$ cat config.mk
export PLATFORM = sky130hd
export DESIGN_NAME = branch_predictor_flat
export DESIGN_NICKNAME = d
export VERILOG_FILES = /design/src/rtl/branch_predictor_pkg.sv /design/src/rtl/branch_predictor_if.sv /design/src/rtl/branch_predictor_sat_counter2.sv /design/src/rtl/branch_predictor.sv /design/src/flat_wrapper.sv
export SDC_FILE = /design/constraint.sdc
export NUM_CORES = 2
export LEC_CHECK = 0
export CAP_MARGIN = 0
export CORE_MARGIN = 2
export CORE_UTILIZATION = 52
export CTS_BUF_LIST = sky130_fd_sc_hd__clkbuf_4 sky130_fd_sc_hd__clkbuf_8 sky130_fd_sc_hd__clkbuf_16
export DETAILED_ROUTE_END_ITERATION = 7
export PLACE_DENSITY = 0.7
export SLEW_MARGIN = 20
export SYNTH_ARGS = -nofsm -noshare
export SYNTH_HDL_FRONTEND = slang
export SYNTH_HIERARCHICAL = 1
export SYNTH_SLANG_ARGS = --single-unit
$ cat constraint.sdc
create_clock -name clk -period 6.95 [get_ports clk]
set_input_delay 1.39 -clock clk [delete_from_list [all_inputs] [get_ports clk]]
set_output_delay 1.39 -clock clk [all_outputs]
set_load 0.01 [all_outputs]
$ cat src/rtl/branch_predictor_pkg.sv
// Shared types for the fetch-stage branch target buffer: counter encodings,
// tag sizing and the table entry record.
package branch_predictor_pkg;

    typedef enum logic [1:0] {
        SNT = 2'b00,
        WNT = 2'b01,
        WT  = 2'b10,
        ST  = 2'b11
    } ctr_e;

    localparam ctr_e CTR_RESET    = WNT;
    localparam int   MAX_TAG_BITS = 30;

    // Tag covers PC[31:INDEX_BITS+2]; the entry field is sized for the
    // smallest legal table and the unused upper bits stay zero.
    function automatic int tagBits(input int indexBits);
        return 30 - indexBits;
    endfunction

    typedef struct packed {
        logic                    valid;
        logic [MAX_TAG_BITS-1:0] tag;
        logic [31:0]             target;
        ctr_e                    ctr;
    } entry_t;

endpackage

$ cat src/rtl/branch_predictor_if.sv
// Fetch/Execute-side signal bundle between the datapath (master) and the
// branch predictor (slave); no handshake, every field is sampled each cycle.
interface branch_predictor_if #(
    parameter int CNT_BITS = 16
);
    logic [31:0]         PCF;
    logic                PredictTakenF;
    logic [31:0]         PredictTargetF;

    logic [31:0]         PCE;
    logic                BranchE;
    logic                JumpE;
    logic                JumpRE;
    logic                PCSrcE;
    logic [31:0]         TargetE;
    logic                JumpPredictE;
    logic [31:0]         PredTargetE;
    logic                RedirectE;
    logic [31:0]         RedirectPCE;

    logic [CNT_BITS-1:0] BrCount;
    logic [CNT_BITS-1:0] MissCount;

    modport master (
        output PCF, PCE, BranchE, JumpE, JumpRE, PCSrcE, TargetE,
               JumpPredictE, PredTargetE,
        input  PredictTakenF, PredictTargetF, RedirectE, RedirectPCE,
               BrCount, MissCount
    );

    modport slave (
        input  PCF, PCE, BranchE, JumpE, JumpRE, PCSrcE, TargetE,
               JumpPredictE, PredTargetE,
        output PredictTakenF, PredictTargetF, RedirectE, RedirectPCE,
               BrCount, MissCount
    );
endinterface

$ cat src/rtl/branch_predictor_sat_counter2.sv
// Next-state of a 2-bit saturating direction counter; purely combinational,
// no backpressure.
module sat_counter2
    import branch_predictor_pkg::*;
(
    input  ctr_e ctr,
    input  logic taken,
    output ctr_e ctrNext
);

    always_comb begin
        ctrNext = ctr;
        case (ctr)
            SNT:     ctrNext = taken ? WNT : SNT;
            WNT:     ctrNext = taken ? WT  : SNT;
            WT:      ctrNext = taken ? ST  : WNT;
            ST:      ctrNext = taken ? ST  : WT;
            default: ctrNext = ctr;
        endcase
    end

endmodule

$ cat src/rtl/branch_predictor.sv
// Direct-mapped BTB: zero-latency fetch lookup, Execute redirect and training
// written on the edge ending Execute; never stalls, no backpressure.
module branch_predictor
    import branch_predictor_pkg::*;
#(
    parameter int INDEX_BITS = 4,
    parameter int CNT_BITS   = 16
) (
    input  logic               clk,
    input  logic               rst,
    branch_predictor_if.slave  bp
);

    localparam int     ENTRIES     = 1 << INDEX_BITS;
    localparam int     TAG_BITS    = tagBits(INDEX_BITS);
    localparam entry_t ENTRY_RESET = '{valid: 1'b0, tag: '0, target: '0, ctr: CTR_RESET};

    function automatic logic [MAX_TAG_BITS-1:0] tagOf(input logic [31:0] pc);
        return MAX_TAG_BITS'(pc >> (32 - TAG_BITS));
    endfunction

    entry_t              btb [ENTRIES];
    logic [CNT_BITS-1:0] brCnt;
    logic [CNT_BITS-1:0] missCnt;

    // Fetch lookup
    logic [INDEX_BITS-1:0] fIdx;
    entry_t                fEntry;
    logic                  fHit;
    logic                  predTaken;

    assign fIdx      = bp.PCF[INDEX_BITS+1:2];
    assign fEntry    = btb[fIdx];
    assign fHit      = fEntry.valid && (fEntry.tag == tagOf(bp.PCF));
    assign predTaken = fHit && fEntry.ctr[1];

    assign bp.PredictTakenF  = predTaken;
    assign bp.PredictTargetF = predTaken ? fEntry.target : bp.PCF + 32'd4;

    // Execute resolve and redirect
    logic resolve;
    logic isJump;
    logic dirWrong;
    logic tgtWrong;
    logic redirect;

    assign resolve  = bp.BranchE | bp.JumpE | bp.JumpRE;
    assign isJump   = bp.JumpE | bp.JumpRE;
    assign dirWrong = bp.PCSrcE != bp.JumpPredictE;
    assign tgtWrong = bp.PCSrcE && bp.JumpPredictE && (bp.TargetE != bp.PredTargetE);
    assign redirect = resolve && (dirWrong || tgtWrong);

    assign bp.RedirectE   = redirect;
    assign bp.RedirectPCE = !resolve    ? 32'd0 :
                            bp.PCSrcE   ? bp.TargetE :
                                          bp.PCE + 32'd4;

    // Training path
    logic [INDEX_BITS-1:0] eIdx;
    logic [MAX_TAG_BITS-1:0] eTag;
    entry_t                eEntry;
    logic                  eHit;
    ctr_e                  ctrNext;
    logic                  wrEn;
    entry_t                wrEntry;

    assign eIdx   = bp.PCE[INDEX_BITS+1:2];
    assign eTag   = tagOf(bp.PCE);
    assign eEntry = btb[eIdx];
    assign eHit   = eEntry.valid && (eEntry.tag == eTag);

    sat_counter2 uCtr (
        .ctr     (eEntry.ctr),
        .taken   (bp.PCSrcE),
        .ctrNext (ctrNext)
    );

    always_comb begin
        wrEn    = 1'b0;
        wrEntry = eEntry;
        if (resolve) begin
            if (eHit) begin
                wrEn = 1'b1;
                if (isJump) begin
                    wrEntry.ctr    = ST;
                    wrEntry.target = bp.TargetE;
                end else begin
                    wrEntry.ctr = ctrNext;
                    if (bp.PCSrcE) begin
                        wrEntry.target = bp.TargetE;
                    end
                end
            end else if (bp.PCSrcE) begin
                // Taken miss claims the slot, evicting any alias.
                wrEn           = 1'b1;
                wrEntry.valid  = 1'b1;
                wrEntry.tag    = eTag;
                wrEntry.target = bp.TargetE;
                wrEntry.ctr    = isJump ? ST : WT;
            end
        end
    end

    always_ff @(posedge clk) begin
        if (rst) begin
            for (int i = 0; i < ENTRIES; i++) begin
                btb[i] <= ENTRY_RESET;
            end
            brCnt   <= '0;
            missCnt <= '0;
        end else begin
            if (wrEn) begin
                btb[eIdx] <= wrEntry;
            end
            if (resolve && (brCnt != '1)) begin
                brCnt <= brCnt + CNT_BITS'(1);
            end
            if (redirect && (missCnt != '1)) begin
                missCnt <= missCnt + CNT_BITS'(1);
            end
        end
    end

    assign bp.BrCount   = brCnt;
    assign bp.MissCount = missCnt;

endmodule
$ cat src/flat_wrapper.sv
// flat-port wrapper written by rule: the top's interface ports become plain ports
module branch_predictor_flat import branch_predictor_pkg::*;
#(
    parameter int INDEX_BITS = 4,
    parameter int CNT_BITS   = 16
)
  (clk, rst, bp_PCF, bp_PCE, bp_BranchE, bp_JumpE, bp_JumpRE, bp_PCSrcE, bp_TargetE, bp_JumpPredictE, bp_PredTargetE, bp_PredictTakenF, bp_PredictTargetF, bp_RedirectE, bp_RedirectPCE, bp_BrCount, bp_MissCount);
  branch_predictor_if #(.CNT_BITS(CNT_BITS)) bp_i ();
  input  logic clk;
  input  logic rst;
  input wire logic [$bits(bp_i.PCF)-1:0] bp_PCF;
  input wire logic [$bits(bp_i.PCE)-1:0] bp_PCE;
  input wire logic [$bits(bp_i.BranchE)-1:0] bp_BranchE;
  input wire logic [$bits(bp_i.JumpE)-1:0] bp_JumpE;
  input wire logic [$bits(bp_i.JumpRE)-1:0] bp_JumpRE;
  input wire logic [$bits(bp_i.PCSrcE)-1:0] bp_PCSrcE;
  input wire logic [$bits(bp_i.TargetE)-1:0] bp_TargetE;
  input wire logic [$bits(bp_i.JumpPredictE)-1:0] bp_JumpPredictE;
  input wire logic [$bits(bp_i.PredTargetE)-1:0] bp_PredTargetE;
  output wire logic [$bits(bp_i.PredictTakenF)-1:0] bp_PredictTakenF;
  output wire logic [$bits(bp_i.PredictTargetF)-1:0] bp_PredictTargetF;
  output wire logic [$bits(bp_i.RedirectE)-1:0] bp_RedirectE;
  output wire logic [$bits(bp_i.RedirectPCE)-1:0] bp_RedirectPCE;
  output wire logic [$bits(bp_i.BrCount)-1:0] bp_BrCount;
  output wire logic [$bits(bp_i.MissCount)-1:0] bp_MissCount;
  assign bp_i.PCF = bp_PCF;
  assign bp_i.PCE = bp_PCE;
  assign bp_i.BranchE = bp_BranchE;
  assign bp_i.JumpE = bp_JumpE;
  assign bp_i.JumpRE = bp_JumpRE;
  assign bp_i.PCSrcE = bp_PCSrcE;
  assign bp_i.TargetE = bp_TargetE;
  assign bp_i.JumpPredictE = bp_JumpPredictE;
  assign bp_i.PredTargetE = bp_PredTargetE;
  assign bp_PredictTakenF = bp_i.PredictTakenF;
  assign bp_PredictTargetF = bp_i.PredictTargetF;
  assign bp_RedirectE = bp_i.RedirectE;
  assign bp_RedirectPCE = bp_i.RedirectPCE;
  assign bp_BrCount = bp_i.BrCount;
  assign bp_MissCount = bp_i.MissCount;
  branch_predictor #(.INDEX_BITS(INDEX_BITS), .CNT_BITS(CNT_BITS)) u_core (.clk(clk), .rst(rst), .bp(bp_i));
endmodule
* Word level (Yosys, flattened, before mapping)
Memories as Yosys holds them, arrays and structs flattened.
Cells that the tools add are included.
** Storage, ports and cells
- ROM bits :: 0
- Bits in writable memories :: 1040
- Output and inout port bits :: 98
- Logic and storage cells :: 56
- Bits in latches :: 0
- Bits in registers :: 32
- Input bits :: 135
- Memories :: 1
** Cells by class
- Bitwise logic cells :: 3
- $lt $le $gt $ge :: 0
- Mux-type cells :: 26
- Add/sub/neg operators :: 4
- $mul :: 0
- Shift-type cells :: 0
- Reduce and logical (&&, ||, !) cells :: 11
- Eq/ne operators :: 9
- Div/mod/pow operators :: 0
** Memory list
- u_core.btb :: words 16, width 65, read ports 2, clocked after memory_dff 0, write ports 16, line branch_predictor.sv:22 : entry_t btb [ENTRIES];
** Operators by type and width (count)
- 65-bit two-way mux :: 3
- 32-bit two-way mux :: 4
- 34-bit two-way mux :: 2
- 65-bit OR reduction :: 1
- 32-bit by 3-bit adder with 32-bit output, second input constant :: 2
- 30-bit by 26-bit == test with 1-bit output :: 2
- 16-bit by 1-bit adder with 16-bit output, second input constant :: 2
- 16-bit inequality test, second input constant :: 2
- 32-bit inequality test :: 1
- 31-bit two-way mux :: 1
- 1-bit two-way mux :: 12
- 1-bit logical AND :: 8
- 2-bit one-hot mux with 4 select lines :: 1
- 2-bit == test, second input constant :: 2
- 2-bit two-way mux :: 2
- 4-bit two-way mux :: 1
- 1-bit OR :: 3
- 2-bit by 1-bit == test with 1-bit output, second input constant :: 1
- 2-bit zero test :: 1
- 1-bit logical OR :: 1
- 1-bit inequality test :: 1

* Logic depth before layout (Yosys ltp)
An unclocked memory read counts as a cell.
- Depth in word-level cells :: 10
- Gate-level depth with buffers :: 16
- Gate-level depth less buffers :: 9

* Cells and area by module
The synthesis kept the hierarchy.
** Modules (own cells, without submodules)
- branch_predictor :: sequential area each 31870.6 um2, area each 58414.8 um2, instances 1, cells an instance 4280
- sat_counter2 :: sequential area each 0.0 um2, area each 26.3 um2, instances 1, cells an instance 3

* Worst setup path after synthesis
OpenSTA, ideal clock, no wires.
- Path kind :: input port to output port
- From :: in bp_PCF[2]
- To :: out bp_PredictTargetF[23]
- Path buffers :: 3
- Setup slack :: 1.067 ns
- Cell stages on the path :: 9
- Data arrival time :: 4.493 ns
- Required time :: 5.560 ns
- Cells stage by stage :: clkbuf_1 > clkbuf_1 > mux4_2 > mux4_2 > xor2_1 > a2111oi_0 > nand4_1 > clkbuf_1 > mux2_2
** On the way
- Word-level cells in the longest chain between the ends :: 5
- Elaborated cells on any way between the ends :: 6
- Classes of those cells :: 1 x add/sub; 1 x eq/ne; 1 x mux; 2 x reduce/logical; 1 x memory
** RTL lines
- from (decl) :: line flat_wrapper.sv:11 : input wire logic [$bits(bp_i.PCF)-1:0] bp_PCF;
- memory 16 x 65 bit
- 30-bit by 26-bit == test with 1-bit output :: line branch_predictor.sv:34 : assign fHit = fEntry.valid && (fEntry.tag == tagOf(bp.PCF));
- 1-bit logical AND :: line branch_predictor.sv:34
- 1-bit logical AND :: line branch_predictor.sv:35 : assign predTaken = fHit && fEntry.ctr[1];
- 32-bit two-way mux (*) :: line branch_predictor.sv:38 : assign bp.PredictTargetF = predTaken ? fEntry.target : bp.PCF + 32'd4;
- to (decl) :: line flat_wrapper.sv:21 : output wire logic [$bits(bp_i.PredictTargetF)-1:0] bp_PredictTargetF;
Mark *: on every way between the ends. The rest lies on a longest branch, timed or not.

* Final worst setup path
- From :: in bp_PCF[2]
- To :: out bp_PredictTargetF[2]
Same word-level chain as after synthesis.

==> summary.md <==
| Metric | Value |
|---|---|
| 1st-iter DRT viols | 7671 |
| CP top delay family | buffers and inverters |
| Area contributors post-synth | edfxtp_1, mux4_2, nor2_1, mux2i_1, nand2_1 |
| Total track usage | 37.0% |
| Sinks on Clock Net | 1072 |
| Clock Latency Late Sink | 0.74 ns |
| IO Port Bufs | 232 |
| Worst R2R Path Depth | 12 |
| Post-CTS Hold Buffers | 0 |
| Ys Warns | 6 |
| Relative slew margins | 27.4% |
| Leak | 23.9 nW |
| Layout cells sized above 1 | 24.9% |
| Final worst path period share | 97.6% |
| CTS Buf Count | 111 |
| Slowest stage delay, CP | 0.52 ns |
| Via/cell ratio | 6.99 |
| CP max-delay cell | mux4_2 |
| Req. time, crit path | 5.56 ns |
| Root buf cell | clkbuf_16 |
| CP arrival | 5.39 ns |
| Syn Inst Count | 4283 |
| Slew Viols, Final | 0 |
| Core ar. | 111000 µm² |
| Layout Nets | 4684 |
| Worst Path Buf+Inv | 6 |
| CP Max Fanout | 33 |
| Worst reg2reg setup slack | 2.41 ns |
| Final Routed Wirelength | 215000 µm |
| Critical path, cell by cell | buf_8 > buf_12 > mux4_2 > mux4_2 > xnor2_2 > buf_4 > nand4_1 > nor3_1 > nand4_1 > buf_12 > mux2i_1 > buf_4 > clkdlybuf4s50_1 |
| Worst Min Path Start | u_core/bp.BrCount[13]$_SDFFE_PP0P_ |
| RR Endpoint | u_core/btb[7][24]$_SDFFCE_PN0P_ |
| Crit path kind | input pin to primary output |
| Reg2reg start | u_core/btb[8][37]$_SDFFCE_PN0P_ |
| Vias in the first global route | 41800 |
| DRT Pass-1 Iters | 7 |
| Post-synth top area cell | edfxtp_1 |
| Io pins | 233 |
| Largest net degree at the start of global routing | 65 |
| Die Y | 339 µm |
| First-pass GRT wire length | 303000 µm |
| Number of synthesized flops with an enable pin | 1040 |
| CP startpoint | bp_PCF[2] |
| Tmin final | 6.78 ns |
| Routability cong. | 1.02 |
| Worst setup SP type | input pin |
| DP HPWL | 133000 µm |
| Worst Tran Pin Value | 1.09 ns |
| Final setup fails | 0 |
| Synthesized cell area | 58400 µm² |
| Most frequent cells in the layout | edfxtp_1, nor2_1, mux4_2 |
| Initial antenna violation count | 6 |
| TritonCTS clock tree | yes |
| Routed len/inst | 35.0 µm |
| Clock-pin transition on the worst setup and hold timing paths | 0.06 ns |
| Routed Antenna Nets | 0 |
| Setup Fix Bufs, Post-CTS | 0 |
| Skew final | 0.0410 ns |
| Peak VDD IR | 0.271 mV |
| Mapped Avg Cell Area | 13.6 µm² |
| Crit. End Element | primary output |
| Final Util | 60.7% |
| Die Footprint | 115000 µm² |
| Number of synthesized register bits | 1072 |
| Final routed DRC violation total | 0 |
| Top FF cell, synth | edfxtp_1 |
| Final Hold Fails | 0 |
| Post-CTS sizing | 0 |
| Achievable clock frequency | 147 MHz |
| Fin Setup TNS | 0 ns |
| Die width | 339 µm |
| Layout area overhead | 15.5% |
| Worst setup path endpoint | bp_PredictTargetF[2] |
| Max-cap check violation count | 0 |
| Stages on worst setup path | 13 |
| Min-Delay Path Class | register to register |
| Seq/Total Area, Yosys | 54.5% |
| Starting density of the core | 52.6% |
| Total grt overflow | 0 |
| Status | completed |
| Vias | 42800 |
| RSZ-0062 raised after global routing | false |
| Pwr/cell area | 241 nW/µm² |
| Top cell type's share of synthesized area | 53.4% |
| Commonest non-fill, non-tap cell in the layout | edfxtp_1 |
| Post-synthesis cell type count | 87 |
| Post-synthesis async set-or-reset flop share | 0% |
| FP Rows | 122 |
| CTS max path bufs | 3 |
| Clock H-tree levels | 3 |
==> registers in the layout (all words and copies together), names as in the netlist <==
register,count
u_core/btb,1040
u_core/bp.MissCount,16
u_core/bp.BrCount,16
==> worst min-delay path: stages (launching register included) <==
cell	delay, ns
dfxtp_1	0.33
o21ai_0	0.08
a21oi_1	0.06
==> cell type report <==
type / count / area (µm²)
fillers: 8557 / 43600
well taps: 1488 / 1860
clock buffers: 143 / 3090
multi-input cells: 2835 / 24900
flip-flops and latches: 1072 / 31900
repair buffers: 477 / 4870
clock inverters: 64 / 728
inverters: 44 / 168
diodes: 2 / 5.00
==> power breakdown <==
group | total, mW | internal, mW | leakage (nW) | switching [mW]
Sequential | 7.50 | 7.36 | 10.9 | 0.141
Combinational | 2.48 | 0.985 | 11.1 | 1.50
Clock | 6.30 | 3.67 | 1.90 | 2.63
==> worst min-delay path by stage <==
stage                                          to  slack, ns  depth (start not counted)
2_1_floorplan   u_core/bp.BrCount[9]$_SDFFE_PP0P_       0.51                          2
3_3_place_gp    u_core/bp.BrCount[9]$_SDFFE_PP0P_       0.48                          2
3_5_place_dp   u_core/bp.BrCount[13]$_SDFFE_PP0P_       0.50                          2
4_1_cts        u_core/bp.BrCount[13]$_SDFFE_PP0P_       0.50                          2
5_1_grt        u_core/bp.BrCount[13]$_SDFFE_PP0P_       0.54                          2
6_report       u_core/bp.BrCount[13]$_SDFFE_PP0P_       0.51                          2
==> routing by layer <==
layer	global-route usage, %	vias to the layer above	routed length [µm]	share of wire [%]
li1	-	16800	-	-
met1	48.2	21200	71000	33
met2	54.9	4055	93400	44
met3	13.0	814	35400	17
met4	19.7	4	14600	6.8
met5	0.0817	-	27	0.013
==> cells in the mapped netlist, drive strengths merged (13+ instances only) <==
cell and number:
nand4 42, nand3 48, mux4 521, o221ai 32, o21ai 33, mux2 51
inv 43, dfxtp 32, nor3 76, xor2 83, mux2i 144, a22oi 31
nand2b 39, nor4 53, a21boi 22, nor2 1041, buf 201, edfxtp 1040
and3 15, nand2 231, a21oi 73, nor2b 13, clkbuf 194, xnor2 80
==> kinds of logic (layout without fill, tap and decap cells) <==
family	count (synthesis)	in the layout	synth area share (%)
compound gates	279	279	3.35
flops	1072	1072	54.5
other cells	1	66	0.00642
xor+xnor	163	163	2.44
fa+ha+maj	10	10	0.210
simple gates	1603	1603	12.2
buf+inv	439	728	3.56
mux	716	716	23.6
==> through the flow <==
step	hold slack, ns	power (mW)	cells	cell area, µm²	setup slack [ns]
2_1_floorplan	0.511	9.04	4346	58700	1.07
3_3_place_gp	0.478	10.0	5916	63700	0.222
3_5_place_dp	0.497	10.0	5916	63700	0.196
4_1_cts	0.504	16.2	6123	67500	0.159
5_1_grt	0.544	16.6	6123	67500	0.0169
6_report	0.507	16.3	6125	67500	0.166
Note: power is estimated with default switching activity, not from simulation.
